$ cat src/rtl/fcw_seq_table_pkg.sv
// Shared types and default tone constants for the FCW table / sequencer.
package fcw_pkg;

    localparam int DEFAULT_WIDTH = 24;

    localparam logic [23:0] FCW_A4 = 24'h00EC3C;
    localparam logic [23:0] FCW_B4 = 24'h010905;
    localparam logic [23:0] FCW_C5 = 24'h01194B;
    localparam logic [23:0] FCW_D5 = 24'h013BCD;

    typedef enum logic [1:0] {
        IDLE,
        PLAY,
        PAUSE
    } seq_state_e;

    function automatic logic [23:0] fcw_default(int idx);
        case (idx)
            0: return FCW_A4;
            1: return FCW_B4;
            2: return FCW_C5;
            3: return FCW_D5;
            default: return '0;
        endcase
    endfunction

endpackage

$ cat src/rtl/fcw_seq_table_if.sv
// Host read/write port of the FCW table.
interface fcw_seq_table_if #(
    parameter int WIDTH  = fcw_pkg::DEFAULT_WIDTH,
    parameter int ADDR_W = 3
);
    logic              wr_en;
    logic              rd_en;
    logic [ADDR_W-1:0] addr;
    logic [WIDTH-1:0]  d_in;
    logic [WIDTH-1:0]  d_out;

    modport master (
        output wr_en, rd_en, addr, d_in,
        input  d_out
    );

    modport slave (
        input  wr_en, rd_en, addr, d_in,
        output d_out
    );
endinterface

$ cat src/rtl/fcw_seq_table_ctrl.sv
// Note sequencer: FSM, note-duration counter and table index generator.
module fcw_seq_ctrl
    import fcw_pkg::*;
#(
    parameter int WIDTH   = DEFAULT_WIDTH,
    parameter int ADDR_W  = 3,
    parameter int TEMPO_W = 24
) (
    input  logic               clk,
    input  logic               rst_n,
    input  logic               play,
    input  logic               restart,
    input  logic [ADDR_W-1:0]  seq_last,
    input  logic [TEMPO_W-1:0] tempo,
    output logic [ADDR_W-1:0]  rd_addr,
    input  logic [WIDTH-1:0]   rd_data,
    output logic [WIDTH-1:0]   fcw_out,
    output logic               fcw_valid,
    output logic [ADDR_W-1:0]  seq_idx
);

    seq_state_e         state_q, state_d;
    logic [ADDR_W-1:0]  idx_q, idx_d, nidx;
    logic [TEMPO_W-1:0] cnt_q, cnt_d, tlast;
    logic [WIDTH-1:0]   fcw_q, fcw_d;
    logic               vld_q, vld_d;

    always_comb begin
        tlast = (tempo == '0) ? '0 : tempo - TEMPO_W'(1);
        // Out-of-range index (seq_last lowered mid-play) also wraps to 0.
        nidx  = (idx_q >= seq_last) ? '0 : idx_q + ADDR_W'(1);

        case (state_q)
            IDLE:    rd_addr = '0;
            PLAY:    rd_addr = nidx;
            default: rd_addr = idx_q;
        endcase

        state_d = state_q;
        idx_d   = idx_q;
        cnt_d   = cnt_q;
        fcw_d   = fcw_q;
        vld_d   = 1'b0;

        if (restart) begin
            state_d = IDLE;
            idx_d   = '0;
            cnt_d   = '0;
            fcw_d   = '0;
        end else begin
            case (state_q)
                IDLE: begin
                    idx_d = '0;
                    cnt_d = '0;
                    fcw_d = '0;
                    if (play) begin
                        fcw_d   = rd_data;
                        vld_d   = 1'b1;
                        state_d = PLAY;
                    end
                end
                PLAY: begin
                    if (!play) begin
                        state_d = PAUSE;
                        fcw_d   = '0;
                        cnt_d   = '0;
                    end else if (cnt_q == tlast) begin
                        idx_d = nidx;
                        fcw_d = rd_data;
                        vld_d = 1'b1;
                        cnt_d = '0;
                    end else begin
                        cnt_d = cnt_q + TEMPO_W'(1);
                    end
                end
                PAUSE: begin
                    fcw_d = '0;
                    cnt_d = '0;
                    if (play) begin
                        fcw_d   = rd_data;
                        vld_d   = 1'b1;
                        state_d = PLAY;
                    end
                end
                default: begin
                    state_d = IDLE;
                    idx_d   = '0;
                    cnt_d   = '0;
                    fcw_d   = '0;
                end
            endcase
        end
    end

    always_ff @(posedge clk or negedge rst_n) begin
        if (!rst_n) begin
            state_q <= IDLE;
            idx_q   <= '0;
            cnt_q   <= '0;
            fcw_q   <= '0;
            vld_q   <= 1'b0;
        end else begin
            state_q <= state_d;
            idx_q   <= idx_d;
            cnt_q   <= cnt_d;
            fcw_q   <= fcw_d;
            vld_q   <= vld_d;
        end
    end

    assign fcw_out   = fcw_q;
    assign fcw_valid = vld_q;
    assign seq_idx   = idx_q;

endmodule

$ cat src/rtl/fcw_seq_table.sv
// FCW table with host port and note sequencer.
// Define FCW_SEQ_DEFAULTS_EN to reset the table to the default tone set.
module fcw_seq_table
    import fcw_pkg::*;
#(
    parameter int WIDTH   = DEFAULT_WIDTH,
    parameter int DEPTH   = 8,
    parameter int ADDR_W  = $clog2(DEPTH),
    parameter int TEMPO_W = 24
) (
    input  logic               clk,
    input  logic               rst_n,
    fcw_seq_table_if.slave     host,
    input  logic               play,
    input  logic               restart,
    input  logic [ADDR_W-1:0]  seq_last,
    input  logic [TEMPO_W-1:0] tempo,
    output logic [WIDTH-1:0]   fcw_out,
    output logic               fcw_valid,
    output logic [ADDR_W-1:0]  seq_idx
);

    logic [WIDTH-1:0]  tbl_q [DEPTH];
    logic [WIDTH-1:0]  tbl_d [DEPTH];
    logic [WIDTH-1:0]  d_out_q, d_out_d;
    logic [ADDR_W-1:0] seq_rd_addr;

    // Reads see tbl_q, so a same-cycle write to the same entry returns old data.
    always_comb begin
        tbl_d = tbl_q;
        if (host.wr_en) tbl_d[host.addr] = host.d_in;
        d_out_d = host.rd_en ? tbl_q[host.addr] : d_out_q;
    end

    always_ff @(posedge clk or negedge rst_n) begin
        if (!rst_n) begin
            for (int i = 0; i < DEPTH; i++) begin
`ifdef FCW_SEQ_DEFAULTS_EN
                tbl_q[i] <= WIDTH'(fcw_default(i));
`else
                tbl_q[i] <= '0;
`endif
            end
            d_out_q <= '0;
        end else begin
            tbl_q   <= tbl_d;
            d_out_q <= d_out_d;
        end
    end

    assign host.d_out = d_out_q;

    fcw_seq_ctrl #(
        .WIDTH   (WIDTH),
        .ADDR_W  (ADDR_W),
        .TEMPO_W (TEMPO_W)
    ) u_ctrl (
        .clk       (clk),
        .rst_n     (rst_n),
        .play      (play),
        .restart   (restart),
        .seq_last  (seq_last),
        .tempo     (tempo),
        .rd_addr   (seq_rd_addr),
        .rd_data   (tbl_q[seq_rd_addr]),
        .fcw_out   (fcw_out),
        .fcw_valid (fcw_valid),
        .seq_idx   (seq_idx)
    );

endmodule
$ cat src/flat_wrapper.sv
// flat-port wrapper written by rule: the top's interface ports become plain ports
module fcw_seq_table_flat import fcw_pkg::*;
#(
    parameter int WIDTH   = DEFAULT_WIDTH,
    parameter int DEPTH   = 8,
    parameter int ADDR_W  = $clog2(DEPTH),
    parameter int TEMPO_W = 24
)
  (clk, rst_n, play, restart, seq_last, tempo, fcw_out, fcw_valid, seq_idx, host_wr_en, host_rd_en, host_addr, host_d_in, host_d_out);
  fcw_seq_table_if #(.WIDTH(WIDTH), .ADDR_W(ADDR_W)) host_i ();
  input  logic clk;
  input  logic rst_n;
  input  logic play;
  input  logic restart;
  input  logic [ADDR_W-1:0] seq_last;
  input  logic [TEMPO_W-1:0] tempo;
  output logic [WIDTH-1:0] fcw_out;
  output logic fcw_valid;
  output logic [ADDR_W-1:0] seq_idx;
  input wire logic [$bits(host_i.wr_en)-1:0] host_wr_en;
  input wire logic [$bits(host_i.rd_en)-1:0] host_rd_en;
  input wire logic [$bits(host_i.addr)-1:0] host_addr;
  input wire logic [$bits(host_i.d_in)-1:0] host_d_in;
  output wire logic [$bits(host_i.d_out)-1:0] host_d_out;
  assign host_i.wr_en = host_wr_en;
  assign host_i.rd_en = host_rd_en;
  assign host_i.addr = host_addr;
  assign host_i.d_in = host_d_in;
  assign host_d_out = host_i.d_out;
  fcw_seq_table #(.WIDTH(WIDTH), .DEPTH(DEPTH), .ADDR_W(ADDR_W), .TEMPO_W(TEMPO_W)) u_core (.clk(clk), .rst_n(rst_n), .host(host_i), .play(play), .restart(restart), .seq_last(seq_last), .tempo(tempo), .fcw_out(fcw_out), .fcw_valid(fcw_valid), .seq_idx(seq_idx));
endmodule
$ cat config.mk
export PLATFORM = sky130hd
export DESIGN_NAME = fcw_seq_table_flat
export DESIGN_NICKNAME = d
export VERILOG_FILES = /design/src/rtl/fcw_seq_table_pkg.sv /design/src/rtl/fcw_seq_table_if.sv /design/src/rtl/fcw_seq_table_ctrl.sv /design/src/rtl/fcw_seq_table.sv /design/src/flat_wrapper.sv
export SDC_FILE = /design/constraint.sdc
export NUM_CORES = 1
export LEC_CHECK = 0
export ABC_CLOCK_PERIOD_IN_PS = 4200
export BUFFER_PORTS_ARGS = -buffer_cell sky130_fd_sc_hd__buf_4
export CORE_ASPECT_RATIO = 0.9
export CORE_UTILIZATION = 61
export DETAILED_ROUTE_END_ITERATION = 7
export GPL_TIMING_DRIVEN = 0
export PLACE_DENSITY = 0.87
export SYNTH_ARGS = -nofsm -noshare
export SYNTH_HDL_FRONTEND = slang
export SYNTH_SLANG_ARGS = --single-unit
$ cat constraint.sdc
create_clock -name clk -period 4.2 [get_ports clk]
set_clock_uncertainty 0.1 [all_clocks]
set_input_delay 0.42 -clock clk [delete_from_list [all_inputs] [get_ports clk]]
set_output_delay 0.42 -clock clk [all_outputs]
set_load 0.1 [all_outputs]
### Word level (Yosys, flattened, before mapping)

Cells that the tools add are included.

* add/subtract/negate cells: 3
* magnitude comparators: 4
* eq/ne operators: 9
* mux-type cells: 34
* bitwise logic cells: 2
* reductions and logical operators: 6

Operators by type and width (count)
* 24-bit 2-to-1 mux: 14
* 192-bit bitwise mux: 1
* 24-bit binary-select mux with 3-bit select: 2
* 24-bit demux with 3-bit select: 1
* 24-bit one-hot mux with 2 select lines: 1
* 24-bit by 1-bit adder with 24-bit output (second input constant): 1
* 24-bit equality test: 1
* 24-bit logical NOT: 1
* 24-bit by 1-bit subtractor with 24-bit output (second input constant): 1
* 3-bit 2-to-1 mux: 4
* 3-bit one-hot mux with 2 select lines: 2
* 3-bit inequality test (second input constant): 3
* 4-bit >= comparator (second input constant): 2
* 3-bit inverter with 4-bit output: 2
* 2-bit 2-to-1 mux: 3
* 4-bit by 1-bit less-than comparator with 1-bit output (second input constant): 1
* 1-bit 2-to-1 mux: 4
* 4-bit inequality test (second input constant): 1
* 2-bit one-hot mux with 2 select lines: 1
* 3-bit by 1-bit adder with 3-bit output (second input constant): 1
* 3-bit >= comparator: 1
* 3-bit by 1-bit inequality test with 1-bit output (second input constant): 1
* 3-bit AND reduction: 1
* 2-bit by 1-bit equality test with 1-bit output (second input constant): 1
* 7 further kinds: 7

* flip-flop bits (word level): 270
* input bits: 60
* output and inout port bits: 52

### Logic depth before layout (Yosys ltp)

* depth in word-level cells: 11
* depth in mapped cells: 14
* gate-level depth less buffers: 11

### Hierarchy

Synthesis repeated with hierarchy kept, for this count alone.

* cells, all modules: 1159
* area total of the unflattened synthesis: 14770.4 µm²

Modules (own cells, without submodules)
* fcw_seq_table: times used 1, cells an instance 745, area an instance 11080.6 µm², seq. area each 5405.2 µm²
* fcw_seq_ctrl: times used 1, cells an instance 414, area an instance 3689.8 µm², seq. area each 1351.3 µm²

### Least setup slack after synthesis

Ideal clock, no wire load.

* path kind: in2reg
* start: input port tempo[0]
* end: register u_core.u_ctrl.fcw_q[18], in the netlist u_core.u_ctrl.fcw_out[18]
* setup time: 0.128 ns
* arrival time: 3.702 ns
* data required time: 3.972 ns
* setup slack: 0.270 ns
* stages: 13
* cell sequence: inv_1 -> ha_1 -> nor4b_2 -> nand2_1 -> xor2_1 -> xnor2_1 -> or4_1 -> a221o_1 -> or4b_4 -> nand2_2 -> buf_6 -> buf_6 -> mux2_1

* word-level cells in the longest chain between the ends: 4
* elaborated cells between the ends (all ways): 5
* those cells by class: add/sub: 1; eq/ne: 2; mux: 1; reduce/logical: 1

RTL lines
* start: declaration: line flat_wrapper.sv:16 `input logic [TEMPO_W-1:0] tempo;`
* 24-bit by 1-bit subtractor with 24-bit output / 24-bit logical NOT (equally long branches): line fcw_seq_table_ctrl.sv:29 `tlast = (tempo == '0) ? '0 : tempo - TEMPO_W'(1);`
* 24-bit 2-to-1 mux *: line fcw_seq_table_ctrl.sv:29
* 24-bit equality test *: line fcw_seq_table_ctrl.sv:67 `end else if (cnt_q == tlast) begin`
* 4-bit inequality test (no source line) *
* end signal: assignment: line fcw_seq_table_ctrl.sv:106 `fcw_q <= fcw_d;`
* end: declaration: line fcw_seq_table_ctrl.sv:25 `logic [WIDTH-1:0] fcw_q, fcw_d;`

Every way passes the cells marked *; elsewhere a longest branch is shown, timed or not.
A chain may end at the register's enable or synchronous reset.

### Worst setup path in the final report

* start: register u_core.u_ctrl.idx_q[0], in the netlist u_core.u_ctrl.seq_idx[0]
* end: register u_core.u_ctrl.fcw_q[23], in the netlist u_core.u_ctrl.fcw_out[23]

* word-level cells in the longest chain between the ends: 11
* elaborated cells between the ends (all ways): 13
* those cells by class: add/sub: 1; order compare: 1; mux: 10; bitwise: 1

RTL lines
* start: declaration: line fcw_seq_table_ctrl.sv:23 `logic [ADDR_W-1:0] idx_q, idx_d, nidx;`
* start signal: assignment: line fcw_seq_table_ctrl.sv:104 `idx_q <= idx_d;`
* 3-bit by 1-bit adder with 3-bit output / 3-bit >= comparator (equally long branches): line fcw_seq_table_ctrl.sv:31 `nidx = (idx_q >= seq_last) ? '0 : idx_q + ADDR_W'(1);`
* 3-bit 2-to-1 mux: line fcw_seq_table_ctrl.sv:31
* 3-bit one-hot mux with 2 select lines *: line fcw_seq_table_ctrl.sv:33 `case (state_q)`
* 3-bit inverter with 4-bit output (not written as such) *: line fcw_seq_table.sv:65 `.rd_data (tbl_q[seq_rd_addr]),`
* 24-bit binary-select mux with 3-bit select *: line fcw_seq_table.sv:65
* 24-bit 2-to-1 mux (not written as such) * (2 in a row): line fcw_seq_table.sv:65
* 24-bit 2-to-1 mux: line fcw_seq_table_ctrl.sv:67
* 24-bit 2-to-1 mux: line fcw_seq_table_ctrl.sv:63 `if (!play) begin`
* 24-bit one-hot mux with 2 select lines *: line fcw_seq_table_ctrl.sv:51 `case (state_q)`
* 24-bit 2-to-1 mux *: line fcw_seq_table_ctrl.sv:45 `if (restart) begin`

Every way passes the cells marked *; elsewhere a longest branch is shown, timed or not. The select of a mux whose other input is x is not followed.

==> results.sh <==
export IMPL_first_pass_iters=6
export IMPL_grt_pass1_wl_um=69120
export IMPL_setup_viol=0
export IMPL_grt_max_degree=111
export IMPL_grt_use_met1_pct=49.21
export IMPL_grt_ovfl_total=0
export IMPL_cts_buffers_inserted=27
export IMPL_antenna_found_initial=1
export IMPL_io_pins=112
export IMPL_insertion_delay_ns=0.56
export IMPL_rsz0062_at_grt="no"
export IMPL_fp_dieW_um=166.9
export IMPL_synth_seq_cells=270
export IMPL_ir_worst_vdd_mv=0.5778
export IMPL_rows=53
export IMPL_slew_headroom_pct=15.65
export IMPL_grt_pass1_vias=12306
export IMPL_reg2regPathDepth=12
export IMPL_place_congestion=0.9465
export IMPL_port_buffers=102
export IMPL_totalWireLength_um=44860
export IMPL_start_kind="register"
export IMPL_hold_path_cell_count=2
export IMPL_first_iter_violations=1567
export IMPL_ys_flop_type="dfrtp_1"
export IMPL_vias_per_cell=6.991
export IMPL_status="finished, final reports clean"
export IMPL_finish_utilization_pct=72.78
export IMPL_tightest_slew_ns=1.263
export IMPL_place_area_mm2=0.01614
export IMPL_synth_compound_area_share_pct=7.566
export IMPL_synthCells=1347
export IMPL_final_nets=1550
export IMPL_synth_fa_ha_area_share_pct=0.5027
export IMPL_place_inst=1753
export IMPL_clock_sinks=270
export IMPL_ys_types=64
export IMPL_num_vias=12639
export IMPL_slew_viol_final=0
export IMPL_core_mm2=0.02367
export IMPL_syn_area_per_cell_um2=11.09
export IMPL_worst_setup_path_end_kind="register"
export IMPL_die_area_mm2=0.02511
export IMPL_hold_viol_final=0
export IMPL_period_share_pct=97.42
export IMPL_drive_above_1_share_pct=29.83
export IMPL_synthToLayoutAreaGrowth_pct=15.37
export IMPL_synth_area_mm2=0.01493
export IMPL_dpl_hpwl_um=29330
export IMPL_ys_seq_area_share_pct=45.25
export IMPL_instances_no_fill=1808
export IMPL_use_met2_pct=56.23
export IMPL_synthSimpleGateAreaFrac_pct=14.60
export IMPL_crit_required_ns=4.60
export IMPL_die_h_um=150.4
export IMPL_powerDensity_mw_per_mm2=478.9
export IMPL_htree_levels=1
export IMPL_async_reset_ff_share_pct=100.0
export IMPL_synth_top_family_by_area="multiplexers"
export IMPL_drc=0
export IMPL_synth_area_mux_share_pct=26.56
export IMPL_path_class="register to register"
export IMPL_syn_nets=1413
export IMPL_synth_xor_area_share_pct=2.405
export IMPL_cts_buffer_depth=3
export IMPL_period_needed_ns=4.092
export IMPL_grt_use_met3_pct=7.150
export IMPL_cp_max_fo=10
export IMPL_final_antenna_net_count=0
export IMPL_root_buffer="clkbuf_16"
export IMPL_maxCapViolCount=0
export IMPL_cts_tree="built"
export IMPL_synth_edf_count=0
export IMPL_track_usage_pct=36.17
export IMPL_start_util_pct=63.08
export IMPL_cellLeakagePower_nw=7.246
export IMPL_tns_ns=0
export IMPL_holdCritPathClass="primary input to register"
export IMPL_yosys_warnings=0
export IMPL_worstPathArrival_ns=4.49
export IMPL_path_clk_slew_ns=0.07
export IMPL_fin_area_mm2=0.01723
export IMPL_wl_per_cell_um=24.81
export IMPL_busiest_layer="met2"
export IMPL_fmax_mhz=244.4
## flip-flops by register name, indices dropped and copies added, names as in the netlist
register	cells
u_core.tbl_q	192
u_core.u_ctrl.fcw_valid	1
u_core.u_ctrl.fcw_out	24
u_core.u_ctrl.state_q	2
u_core.u_ctrl.seq_idx	3
u_core.host.d_out	24
u_core.u_ctrl.cnt_q	24
## worst max-delay path, cell delays in order (launching register included)
cell and delay (ns):
dfrtp_1 0.43, inv_1 0.11, ha_1 0.27, nand2b_1 0.09, a21o_1 0.17, a21oi_1 0.12
a21boi_1 0.54, clkbuf_1 0.60, clkbuf_1 0.61, nand2_1 0.13, a311o_1 0.34, a21oi_1 0.29
mux2_2 0.21
## kinds of logic (layout without fill, tap and decap cells)
group	Yosys count	after routing
AO/OA/AOI/OAI	160	160
other	0	1
buffers and inverters	111	269
flip-flops	270	270
multiplexers	309	309
adder cells (fa/ha/maj)	6	6
AND/OR/NAND/NOR	450	450
XOR/XNOR	41	41
## path summary, 6_finish.rpt
kind / slack (ns) / start / endpoint
max in group asynchronous: 2.84 / rst_n / u_core.u_ctrl.cnt_q[11]
min: 0.003 / restart / u_core.u_ctrl.seq_idx[0]
max: 0.11 / u_core.u_ctrl.seq_idx[0] / u_core.u_ctrl.fcw_out[23]
max reg2reg: 0.11 / u_core.u_ctrl.seq_idx[0] / u_core.u_ctrl.fcw_out[23]
min in group asynchronous: 0.28 / rst_n / u_core.u_ctrl.fcw_out[15]
min reg2reg: 0.40 / u_core.u_ctrl.fcw_out[19] / u_core.u_ctrl.fcw_out[19]
## stage by stage
step	hold slack, ns	setup slack [ns]	power, mW
after floorplan	0.02441	0.2696	4.872
after global placement	0.3720	-0.6916	5.347
after detailed placement	0.2720	-0.7894	5.463
after CTS	0.0004365	0.02161	8.198
after global routing	0.03199	0.003729	8.487
final	0.002626	0.1083	8.251
## synth_stat cells (9+ instances only)
master      n  share of area [%]
dfrtp_1   270                 45
mux2_2    213                 16
nand2_1   166                4.2
nand3_1    84                2.8
clkbuf_1   77                1.9
nor2_1     74                1.9
a21oi_1    55                1.8
mux4_2     48                7.2
mux2i_1    43                2.9
a211oi_1   28                1.4
nor2b_1    25                1.0
a311o_1    22                1.5
xor2_1     22                1.3
xnor2_1    19                1.1
inv_1      16               0.40
nor3_1     14               0.47
nor4_1     14               0.59
buf_1      11               0.28
nand4_1    11               0.46
and3_1     10               0.42
nand2b_1    9               0.38
## layer usage
metal  vias to the layer above  part of all wire [%]
met5                         -                     0
met4                         0                   5.1
met3                       221                    11
met2                       918                    45
met1                      6297                    38
li1                       5203                     -
## where the power goes
part | switching, mW | total [mW] | leakage, nW | internal [mW]
clock network | 1.08 | 2.74 | 0.505 | 1.66
logic | 1.18 | 2.02 | 3.42 | 0.843
registers | 0.399 | 3.48 | 3.32 | 3.08
## what timing repair did
action | CTS | global route
endpoints found under the hold margin | 54 | 0
hold buffers | 1 | 0
setup buffers | 0 | 4
endpoints found under the setup margin | 45 | 42
pin swaps | 0 | 0
gates resized for setup | 4 | 11
## layout by cell type, fill, tap and decap left out, types with 13 or more instances in the layout
cell type and instances:
buf_4 106, clkbuf_1 74, inv_1 16, mux2i_1 43
nor2b_1 25, xnor2_1 19, dfrtp_1 270, clkbuf_16 27
xor2_1 22, nor2_1 74, nor4_1 13, a311o_1 22
a211oi_1 28, a21oi_1 55, mux4_2 48, nand3_1 84
mux2_2 213, nand2_1 166
## layout make-up
type | instances | area, um2
Antenna cell | 1 | 2.502
Buffer | 94 | 411.6
Clock buffer | 35 | 765.7
Clock inverter | 15 | 244.0
Fill cell | 1542 | 6445
Inverter | 16 | 60.06
Multi-Input combinational cell | 966 | 7742
Sequential cell | 270 | 6756
Tap cell | 302 | 377.9
Timing Repair Buffer | 109 | 868.3
Power figures use the tool's default switching activity.
